==> config.mk <==
export PLATFORM = sky130hd
export DESIGN_NAME = div_unit
export DESIGN_NICKNAME = d
export VERILOG_FILES = /design/src/rtl/div_unit_pkg.sv /design/src/rtl/div_unit.sv
export SDC_FILE = /design/constraint.sdc
export NUM_CORES = 1
export LEC_CHECK = 0
export ABC_AREA = 1
export BUFFER_PORTS_ARGS = -buffer_cell sky130_fd_sc_hd__buf_4
export CAP_MARGIN = 40
export CORE_MARGIN = 3
export CORE_UTILIZATION = 30
export CTS_BUF_LIST = sky130_fd_sc_hd__clkbuf_8
export DETAILED_ROUTE_END_ITERATION = 7
export GPL_TIMING_DRIVEN = 1
export PLACE_DENSITY = 0.57
export SYNTH_ARGS = -nofsm -noshare
export SYNTH_HDL_FRONTEND = slang
export SYNTH_SLANG_ARGS = --single-unit
==> constraint.sdc <==
create_clock -name clk -period 11.4 [get_ports clk]
set_input_delay 2.85 -clock clk [delete_from_list [all_inputs] [get_ports clk]]
set_output_delay 2.85 -clock clk [all_outputs]
set_load 0.05 [all_outputs]
==> src/rtl/div_unit_pkg.sv <==
// div_unit_pkg: state encodings and alucontrol codes shared by the divider and decoder.
// No ports; imported by div_unit and the decoder.
package div_unit_pkg;
  typedef enum logic [1:0] {
    DIV_IDLE = 2'd0,
    DIV_ZERO = 2'd1,
    DIV_ON   = 2'd2,
    DIV_DONE = 2'd3
  } div_state_e;
  // Placed next to the MULT/MULTU codes; the decoder derives start and signed_div from these.
  localparam logic [3:0] MULT_CONTROL  = 4'b1000;
  localparam logic [3:0] MULTU_CONTROL = 4'b1001;
  localparam logic [3:0] DIV_CONTROL   = 4'b1010;
  localparam logic [3:0] DIVU_CONTROL  = 4'b1011;
endpackage

==> src/rtl/div_unit.sv <==
// div_unit: multi-cycle radix-2 restoring DIV/DIVU engine, one quotient bit per clock.
// Ports: clk, resetn (async active-low), start, signed_div, annul, a (rs), b (rt),
//        result {hi=remainder, lo=quotient} registered, ready (1-cycle pulse), stall.
module div_unit
  import div_unit_pkg::*;
#(
  parameter int DATA_W = 32,
  parameter int CNT_W  = 5
) (
  input  logic                clk,
  input  logic                resetn,
  input  logic                start,
  input  logic                signed_div,
  input  logic                annul,
  input  logic [DATA_W-1:0]   a,
  input  logic [DATA_W-1:0]   b,
  output logic [2*DATA_W-1:0] result,
  output logic                ready,
  output logic                stall
);
  localparam logic [CNT_W-1:0] LAST = CNT_W'(DATA_W - 1);
  div_state_e state_q, state_d;
  logic [CNT_W-1:0] cnt_q, cnt_d;
  logic [DATA_W-1:0] rem_q, rem_d, dvd_q, dvd_d, dvs_q, dvs_d;
  logic sdiv_q, sdiv_d, negq_q, negq_d, negr_q, negr_d;
  logic [2*DATA_W-1:0] result_q, result_d;
  logic ready_q, ready_d;
  logic [DATA_W:0] trial;
  // Full-width shifted partial remainder so divisors above 2**(DATA_W-1) compare correctly.
  assign trial = {rem_q, dvd_q[DATA_W-1]} - {1'b0, dvs_q};
  always_comb begin
    state_d  = state_q;
    cnt_d    = cnt_q;
    rem_d    = rem_q;
    dvd_d    = dvd_q;
    dvs_d    = dvs_q;
    sdiv_d   = sdiv_q;
    negq_d   = negq_q;
    negr_d   = negr_q;
    result_d = result_q;
    ready_d  = 1'b0;
    unique case (state_q)
      DIV_IDLE: if (start) begin
        sdiv_d  = signed_div;
        negq_d  = a[DATA_W-1] ^ b[DATA_W-1];
        negr_d  = a[DATA_W-1];
        // Divide by zero keeps the raw dividend for the fixed remainder.
        dvd_d   = (b == '0) ? a : ((signed_div & a[DATA_W-1]) ? -a : a);
        dvs_d   = (signed_div & b[DATA_W-1]) ? -b : b;
        rem_d   = '0;
        cnt_d   = '0;
        state_d = (b == '0) ? DIV_ZERO : DIV_ON;
      end
      DIV_ZERO: begin
        result_d = {dvd_q, {DATA_W{1'b1}}};
        ready_d  = 1'b1;
        state_d  = DIV_DONE;
      end
      DIV_ON: begin
        rem_d = trial[DATA_W] ? {rem_q[DATA_W-2:0], dvd_q[DATA_W-1]} : trial[DATA_W-1:0];
        dvd_d = {dvd_q[DATA_W-2:0], ~trial[DATA_W]};
        cnt_d = cnt_q + 1'b1;
        if (cnt_q == LAST) begin
          result_d = {(sdiv_q & negr_q) ? -rem_d : rem_d, (sdiv_q & negq_q) ? -dvd_d : dvd_d};
          ready_d  = 1'b1;
          state_d  = DIV_DONE;
        end
      end
      default: state_d = DIV_IDLE;
    endcase
    if (annul) begin
      state_d  = DIV_IDLE;
      ready_d  = 1'b0;
      result_d = result_q;
    end
  end
  always_ff @(posedge clk or negedge resetn) begin
    if (!resetn) begin
      state_q  <= DIV_IDLE;
      cnt_q    <= '0;
      rem_q    <= '0;
      dvd_q    <= '0;
      dvs_q    <= '0;
      sdiv_q   <= 1'b0;
      negq_q   <= 1'b0;
      negr_q   <= 1'b0;
      result_q <= '0;
      ready_q  <= 1'b0;
    end else begin
      state_q  <= state_d;
      cnt_q    <= cnt_d;
      rem_q    <= rem_d;
      dvd_q    <= dvd_d;
      dvs_q    <= dvs_d;
      sdiv_q   <= sdiv_d;
      negq_q   <= negq_d;
      negr_q   <= negr_d;
      result_q <= result_d;
      ready_q  <= ready_d;
    end
  end
  assign result = result_q;
  assign ready  = ready_q;
  assign stall  = start & ~ready_q & ~annul;
endmodule

==> results of run 1 <==
## final cells by class
| class | instances | area (um^2) |
|---|---|---|
| Sequential cell | 171 | 4280 |
| Fill cell | 4733 | 28100 |
| Clock inverter | 12 | 136 |
| Tap cell | 585 | 732 |
| Clock buffer | 20 | 275 |
| Timing Repair Buffer | 152 | 1210 |
| Multi-Input combinational cell | 1525 | 7730 |
| Inverter | 265 | 995 |
## power by group through the flow
stage	clock, W	sequential (W)	combinational, W
after global placement	0	0.00103	0.00234
after CTS	0.000480	0.00102	0.00238
after floorplan	0	0.00131	0.00136
final	0.000469	0.00102	0.00238
after detailed placement	0	0.00103	0.00238
after global routing	0.000504	0.00106	0.00265
## synth_stat cells, types with 19 or more instances
master    number  area (um^2)
xnor2_1       23          201
inv_1        260          976
xor2_1        50          438
clkbuf_1      50          188
o21ai_0      149          746
nand2_1      608         2280
nand3_1      116          581
dfrtp_1      171         4280
nand2_2       27          169
a21oi_1      121          606
nor2_1       176          661
o21ai_1       19         95.1
o22ai_1       34          213
ha_1          42          526
nor3_1        29          145
## kinds of logic after synthesis
family | synth area share, %
and+or+nand+nor | 32.2
AOI/OAI and AO/OA | 16.7
buffers and inverters | 10.1
DFF | 32.1
xor gates and xnor gates | 4.80
adders and majority gates | 4.10
## worst max-delay path by stage
stage | from | end | slack [ns]
floorplan | annul | stall | 4.60
CTS | b[1] | dvd_q[25] | 5.02
global placement | b[0] | dvd_q[26] | 4.59
detailed placement | b[1] | dvd_q[26] | 4.46
global route | b[1] | dvd_q[25] | 4.61
finish | b[1] | dvd_q[26] | 5.05
## layer usage
metal	global-route usage (%)	share of wire, %	up-vias
met2	30.9	47	347
met4	7.20	3.3	0
met5	0	0	-
li1	-	-	6791
met3	2.50	4.2	72
met1	25.0	46	6328
## state kept, by name, summed over array words and instances, names as in the netlist
name / count
ready: 1
cnt_q: 5
dvd_q: 32
dvs_q: 32
negq_q: 1
rem_q: 32
sdiv_q: 1
result: 64
negr_q: 1
state_q: 2
## metrics by stage
step | utilization (%) | area [um^2]
after CTS | 35.3 | 15400
after global routing | 35.3 | 15400
after detailed placement | 34.4 | 14900
after floorplan | - | 13300
after global placement | 34.2 | 14800
final | 35.3 | 15400
## critical path, stage by stage
cell and delay [ns]:
buf_4 0.11, inv_1 0.10, ha_1 0.18, nor3b_1 0.25, nand2_1 0.12, nor3_2 0.26, nand3_1 0.20, nor2_1 0.17
nand3_1 0.14, nor2_1 0.30, nand2_1 0.19, nand2_1 0.62, inv_1 0.45, nand2_1 0.23, o21ai_0 0.12, xor2_1 0.17
o21ai_0 0.13, o21ai_0 0.09
==> flow_summary.json, run 1 <==
{
  "status": "completed",
  "syn_to_final_growth_pct": 15.3,
  "holdWs_ns": 0.487,
  "insertion_delay_ns": 0.51,
  "p_seq_share_pct": 26.4,
  "period_minus_slack_ns": 6.35,
  "final_cell_mix": "nand2_1, inv_1, nor2_1",
  "maxCapViolCount": 0,
  "wl_um": 44400,
  "synth_cell_types": 53,
  "dp_cells": 2698,
  "htree_levels": 4,
  "wl_per_cell_um": 16.2,
  "finClkSkew_ns": 0.0212,
  "p_leak_nw": 7.89,
  "die_w_um": 217,
  "tightest_slew_ns": 0.902,
  "antenna_found_initial": 0,
  "cts_tree": "yes",
  "grt_pass1_vias": 13000,
  "drtAntennaViolNets": 0,
  "holdPathEnd": "result[53]",
  "hold_class": "register to register",
  "slew_violations": 0,
  "crit_type": "input port to register",
  "gp_congestion": 0.915,
  "synth_area_um2": 13300,
  "setup_viol": 0,
  "syn_inst": 2033,
  "final_cells": 2730,
  "vias_per_cell": 4.96,
  "synth_ff_type": "dfrtp_1",
  "irDropWorstVdd_v": 0.000152,
  "syn_avg_cell_area_um2": 6.55,
  "rsz0062_at_grt": "false",
  "antennaDiodeCount": 0,
  "power.total_w": 0.00388,
  "ys_ff_latch": 171,
  "cp_max_fo": 21,
  "synth_warnings": 0,
  "core-area_um2": 43500,
  "tns_ns": 0,
  "start_util_pct": 30.6,
  "die-area_um2": 47000,
  "cp-end-kind": "register",
  "grt_pass1_wl_um": 69800,
  "io_pins": 135,
  "grt_max_degree": 96,
  "post-place-ws_ns": 4.46,
  "hp-start": "result[53]",
  "cp.required_ns": 11.77,
  "ys_async_sr_fraction_pct": 100,
  "hold_viol_final": 0,
  "drc_errors": 0,
  "rows": 76,
  "nets": 2244,
  "final_common_cell": "nand2_1",
  "port_buffers": 134,
  "hold_depth": 2,
  "dr_total_vias": 13500,
  "r2r_slack_ns": 5.69,
  "p_comb_share_pct": 61.5,
  "ys_seq_area_share_pct": 32.1,
  "drive_above_1_share_pct": 11.4,
  "grt-ovfl-total": 0,
  "clkPwrFrac_pct": 12.1,
  "post_cts_buffers": 0,
  "die_height_um": 217,
  "rr_startpoint": "dvd_q[31]",
  "first_iter_violations": 1075,
  "powerDensity_nw_per_um2": 252,
  "postCtsResizedCells": 0,
  "syn-num-nets": 2145,
  "clockRootBuffer": "clkbuf_8",
  "arrival_ns": 6.72,
  "dr.pass1.iters": 5,
  "cts_made_buffers": 17,
  "path_clk_slew_ns": 0.10,
  "period_share_pct": 55.7,
  "p_switching_w": 0.00211,
  "crit_path_start_kind": "input port",
  "setup_slack_ns": 5.05,
  "cts_max_path_buffers": 2,
  "cts_num_sinks": 171,
  "r2r_end": "result[26]",
  "ctsHoldBuffers": 0,
  "detailed_place_hpwl_um": 34900,
  "rr_worst_depth": 28,
  "synth_edf_count": 0,
  "track_usage_pct": 18.8,
  "fmax_ghz": 0.158,
  "swShare_pct": 54.3,
  "relSlewSlack_pct": 39.2,
  "internal-power_w": 0.00177
}
Note: power is estimated with default switching activity, not from simulation.
==> run 2: changes to the inputs <==
Settings changed: PLACE_DENSITY 0.57 to 0.59.
Clock period 11.4 ns to 5.18 ns, I/O delays scaled along.
==> run 2 against run 1 <==
Core utilization hardly changed. Power grew 120%. Highest routed layer unchanged. Final area is 0.13% higher. Final cell count grew 0.22%. Register-to-register slack worse by 5.2 ns. Via count grew 1.2%. Die area unchanged. Non-clock buffer count up 6. First-iteration DRC count up 0.74%. Combinational power rose by 120%.
==> flow_summary.json, run 2 (synthesis results as in run 1) <==
{
  "status": "completed",
  "powerDensity_nw_per_um2": 557,
  "die_w_um": 217,
  "cp_max_fo": 8,
  "path_delay_family": "simple AND/OR/NAND/NOR gates",
  "dr.pass1.iters": 5,
  "path_clk_slew_ns": 0.10,
  "drive_above_1_share_pct": 11.8,
  "cp.required_ns": 5.58,
  "grt_pass1_wl_um": 71100,
  "wl_um": 45400,
  "dp_cells": 2704,
  "finClkSkew_ns": 0.0280,
  "die_height_um": 217,
  "tightest_slew_ns": 0.821,
  "rows": 76,
  "post_cts_buffers": 0,
  "tns_ns": 0,
  "gp_congestion": 0.927,
  "irDropWorstVdd_v": 0.000344,
  "p_leak_nw": 7.91,
  "fin_area_um2": 15400,
  "period_share_pct": 90.5,
  "final_cells": 2736,
  "port_buffers": 134,
  "antenna_found_initial": 0,
  "core-area_um2": 43500,
  "holdWs_ns": 0.493,
  "detailed_place_hpwl_um": 35700,
  "dr_total_vias": 13700,
  "crit_path_start_kind": "register",
  "cts_num_sinks": 171,
  "cp-end-kind": "register",
  "hold_viol_final": 0,
  "r2r_slack_ns": 0.49,
  "slowest_stage": "fa_1",
  "max_stage_delay_ns": 0.41,
  "antennaDiodeCount": 0,
  "first_iter_violations": 1083,
  "drc_errors": 0,
  "die-area_um2": 47000,
  "grt_pass1_vias": 13000,
  "wl_per_cell_um": 16.6,
  "syn_to_final_growth_pct": 15.5,
  "nets": 2250,
  "io_pins": 135,
  "cts_tree": "yes",
  "relSlewSlack_pct": 45.2,
  "cts_made_buffers": 17,
  "placed_cell_area_um2": 14900,
  "drtAntennaViolNets": 0,
  "track_usage_pct": 19.1,
  "grt_max_degree": 99,
  "start_util_pct": 30.6,
  "final_common_cell": "nand2_1",
  "htree_levels": 4,
  "maxCapViolCount": 0,
  "nFillCells": 4794,
  "period_minus_slack_ns": 4.69,
  "crit_type": "register to register",
  "clockRootBuffer": "clkbuf_8",
  "arrival_ns": 5.09,
  "grt-ovfl-total": 0,
  "hold_class": "register to register",
  "slew_violations": 0,
  "largest_reg_flops": 64,
  "insertion_delay_ns": 0.52,
  "vias_per_cell": 5.01,
  "fmax_ghz": 0.213,
  "cp_num_buf_inv": 3,
  "crit_top_cell": "nand2_1",
  "final_cell_mix": "nand2_1, inv_1, nor2_1",
  "cts_max_path_buffers": 2,
  "power.total_w": 0.00857,
  "rsz0062_at_grt": "false",
  "setup_viol": 0
}
## run 2: changes by cell type in the layout (fill, tap and decap cells not counted), sizes merged
cell           previous run  this run
clkdlybuf4s15             1         0
clkbuf                   20        19
inv                     267       269
clkinvlp                  2         0
buf                     151       158
clkinv                    6         7
## run 2: report_power, final
group	internal (W)	total, W	switching [W]	leakage [nW]
Sequential	0.00185	0.00225	0.000407	2.08
Clock	0.000476	0.00107	0.000594	0.220
Combinational	0.00157	0.00525	0.00368	5.61
## run 2: worst reg2reg max path: cells and delay by family, from the launching register on
kind	cells	cell delay, ns
fa+ha+maj	3	0.74
simple gates	19	2.75
compound gates	3	0.48
buf+inv	3	0.25
flops	1	0.37
## run 2: timing repair
item | CTS | global route
resized for setup | 0 | 2
endpoints found under the setup margin | 0 | 3
hold buffers | 0 | 0
## run 2: per-layer routing
metal  up-vias  global-route usage [%]  share of wire [%]
met1      6439                    25.9                 46
met3        66                    2.96                5.0
met4         0                    6.06                2.6
met2       380                    31.3                 47
met5         -                       0                  0
li1       6816                       -                  -
## run 2: cell type report
| cell class | instances | area, um^2 | share of cell area [%] |
|---|---|---|---|
| Clock buffer | 19 | 262 | 1.70 |
| Clock inverter | 13 | 169 | 1.10 |
| Inverter | 265 | 995 | 6.47 |
| Multi-Input combinational cell | 1525 | 7740 | 50.3 |
| Sequential cell | 171 | 4280 | 27.8 |
| Tap cell | 585 | 732 | 4.76 |
| Timing Repair Buffer | 158 | 1210 | 7.85 |
## run 2: final timing paths
path                                 start          to  depth (start not counted)
worst min-delay path            result[50]  result[50]                          2
min in group asynchronous           resetn  result[23]                          1
max in group asynchronous           resetn   result[4]                          2
worst max register to register   dvd_q[31]  result[26]                         28
worst min register to register  result[50]  result[50]                          2
worst max-delay path             dvd_q[31]  result[26]                         28
## run 2: metrics by stage
stage / utilization [%] / worst slack (ns)
after CTS: 35.4 / 0.375
after global routing: 35.4 / 0.104
after detailed placement: 34.4 / 0.412
final: 35.4 / 0.492
after floorplan: - / 0.911
after global placement: 34.3 / 0.525
==> run 3: changes to the inputs <==
Settings changed: CORE_ASPECT_RATIO from default to 1.5, PLACE_DENSITY 0.59 to 0.57, SETUP_SLACK_MARGIN from default to 0.3.
Clock period 5.18 ns to 4.8 ns, I/O delays scaled along.
==> run 3 against run 2 <==
Die area grew 0.11%. Critical path depth is the same. Via count decreased by 1.8%. Power is 8.7% higher. Fmax increased by 12%. Core utilization up 0.33 points. Sequential power rose by 7%. Combinational power up 9.0%. Flip-flop and latch count did not move. Critical path type unchanged. Largest power group unchanged. Highest routed layer unchanged.
==> flow_summary.json, run 3 (synthesis results as in run 1) <==
{
  "irDropWorstVdd_v": 0.000290,
  "drive_above_1_share_pct": 12.3,
  "p_seq_share_pct": 25.9,
  "nets": 2254,
  "final_cell_mix": "nand2_1, inv_1, nor2_1",
  "period_share_pct": 86.9,
  "cp-end-kind": "register",
  "status": "completed",
  "insertion_delay_ns": 0.50,
  "finClkSkew_ns": 0.0134,
  "nFillCells": 4716,
  "grt_busiest_layer": "met2",
  "cp.required_ns": 5.20,
  "setup_viol": 0,
  "cp_max_fo": 5,
  "path_clk_slew_ns": 0.10,
  "internal-power_w": 0.00433,
  "cts_num_sinks": 171,
  "clkPwrFrac_pct": 12.8,
  "syn_to_final_growth_pct": 16.4,
  "use_met1_pct": 22.2,
  "post-place-ws_ns": 0.271,
  "wl_per_cell_um": 16.4,
  "crit_path_start_kind": "register",
  "port_buffers": 134,
  "clockRootBuffer": "clkbuf_8",
  "final_common_cell": "nand2_1",
  "crit_type": "register to register",
  "dr.pass1.iters": 5,
  "wl_um": 44800,
  "cts_made_buffers": 17,
  "relSlewSlack_pct": 39.6,
  "vias_per_cell": 4.94,
  "gp_congestion": 1.02,
  "antenna_found_initial": 1,
  "p_comb_share_pct": 61.3,
  "post_cts_buffers": 0,
  "drtAntennaViolNets": 0,
  "p_leak_nw": 7.97,
  "largest_reg_flops": 64,
  "slew_violations": 0,
  "swShare_pct": 53.5,
  "first_iter_violations": 792,
  "grt_pass1_vias": 13400,
  "start_util_pct": 30.7,
  "max_stage_delay_ns": 0.40,
  "drc_errors": 0,
  "track_usage_pct": 19.0,
  "io_pins": 135,
  "setup_slack_ns": 0.630,
  "slowest_stage": "fa_1",
  "maxCapViolCount": 0,
  "rows": 93,
  "tightest_slew_ns": 0.904,
  "period_minus_slack_ns": 4.17,
  "grt_pass1_wl_um": 70400,
  "die-area_um2": 47000,
  "fmax_ghz": 0.240,
  "cts_max_path_buffers": 2,
  "core-area_um2": 43400,
  "hold_class": "register to register",
  "ctsHoldBuffers": 0,
  "tns_ns": 0,
  "use_met3_pct": 2.69,
  "arrival_ns": 4.57,
  "hold_viol_final": 0,
  "cts_tree": "yes",
  "powerDensity_nw_per_um2": 601,
  "die_w_um": 178,
  "detailed_place_hpwl_um": 35900,
  "p_switching_w": 0.00499,
  "dr_total_vias": 13500,
  "rsz0062_at_grt": "true",
  "htree_levels": 4,
  "grt-ovfl-total": 0,
  "use_met2_pct": 34.4,
  "crit_top_cell": "nand2_1",
  "grt_max_degree": 95,
  "die_height_um": 264
}
## run 3: changes by cell type in the layout (fill, tap and decap cells not counted), sizes merged
cell | before | now
inv | 269 | 266
clkinvlp | 0 | 2
buf | 158 | 161
clkinv | 7 | 5
diode | 0 | 1
clkdlybuf4s15 | 0 | 1
bufinv | 2 | 4
## run 3: final cells by class
type	count	area, um^2	share of cell area, %
Antenna cell	1	2.50	0.0161
Clock inverter	12	186	1.20
Inverter	265	995	6.42
Multi-Input combinational cell	1525	7770	50.1
Sequential cell	171	4280	27.6
Tap cell	570	713	4.60
Clock buffer	19	262	1.69
Timing Repair Buffer	162	1300	8.38
## run 3: final timing paths
| path | from | end | slack (ns) | cells past startpoint |
|---|---|---|---|---|
| min | result[50] | result[50] | 0.48 | 2 |
| min in group asynchronous | resetn | result[21] | 0.55 | 1 |
| min reg2reg | result[50] | result[50] | 0.48 | 2 |
| max in group asynchronous | resetn | result[20] | 3.20 | 3 |
| max | dvd_q[31] | result[26] | 0.63 | 28 |
| max reg2reg | dvd_q[31] | result[26] | 0.63 | 28 |
## run 3: critical path, delay by kind of cell (launching register included)
kind	cells	cell delay (ns)
AO/OA/AOI/OAI	3	0.45
adder cells (fa/ha/maj)	3	0.72
buffers and inverters	3	0.27
flip-flops	1	0.38
AND/OR/NAND/NOR	19	2.22
## run 3: through the flow
stage | util [%] | hold slack, ns | total power (W) | instances | area, um^2
global route | 35.7 | 0.505 | 0.0101 | 2725 | 15500
floorplan | - | 0.448 | 0.00634 | 2033 | 13300
finish | 35.7 | 0.484 | 0.00932 | 2725 | 15500
CTS | 35.6 | 0.493 | 0.00936 | 2724 | 15500
global placement | 34.3 | 0.463 | 0.00799 | 2688 | 14900
detailed placement | 34.6 | 0.468 | 0.00813 | 2693 | 15000
## run 3: what timing repair did
action                                  4_1_cts  5_1_grt
pin swaps                                     0        1
endpoints found under the setup margin        1       10
gates resized for setup                       1        9
## run 3: power groups by stage
stage / Combinational (W) / Sequential (W) / Clock [W]
finish: 0.00572 / 0.00241 / 0.00119
global route: 0.00634 / 0.00248 / 0.00128
CTS: 0.00572 / 0.00241 / 0.00123
detailed placement: 0.00570 / 0.00243 / 0
global placement: 0.00558 / 0.00242 / 0
floorplan: 0.00323 / 0.00311 / 0
## run 3: per-layer routing
metal / vias to the layer above / share of wire, %
li1: 6811 / -
met1: 6210 / 41
met2: 353 / 51
met3: 79 / 4.1
met4: 0 / 3.5
met5: - / 0
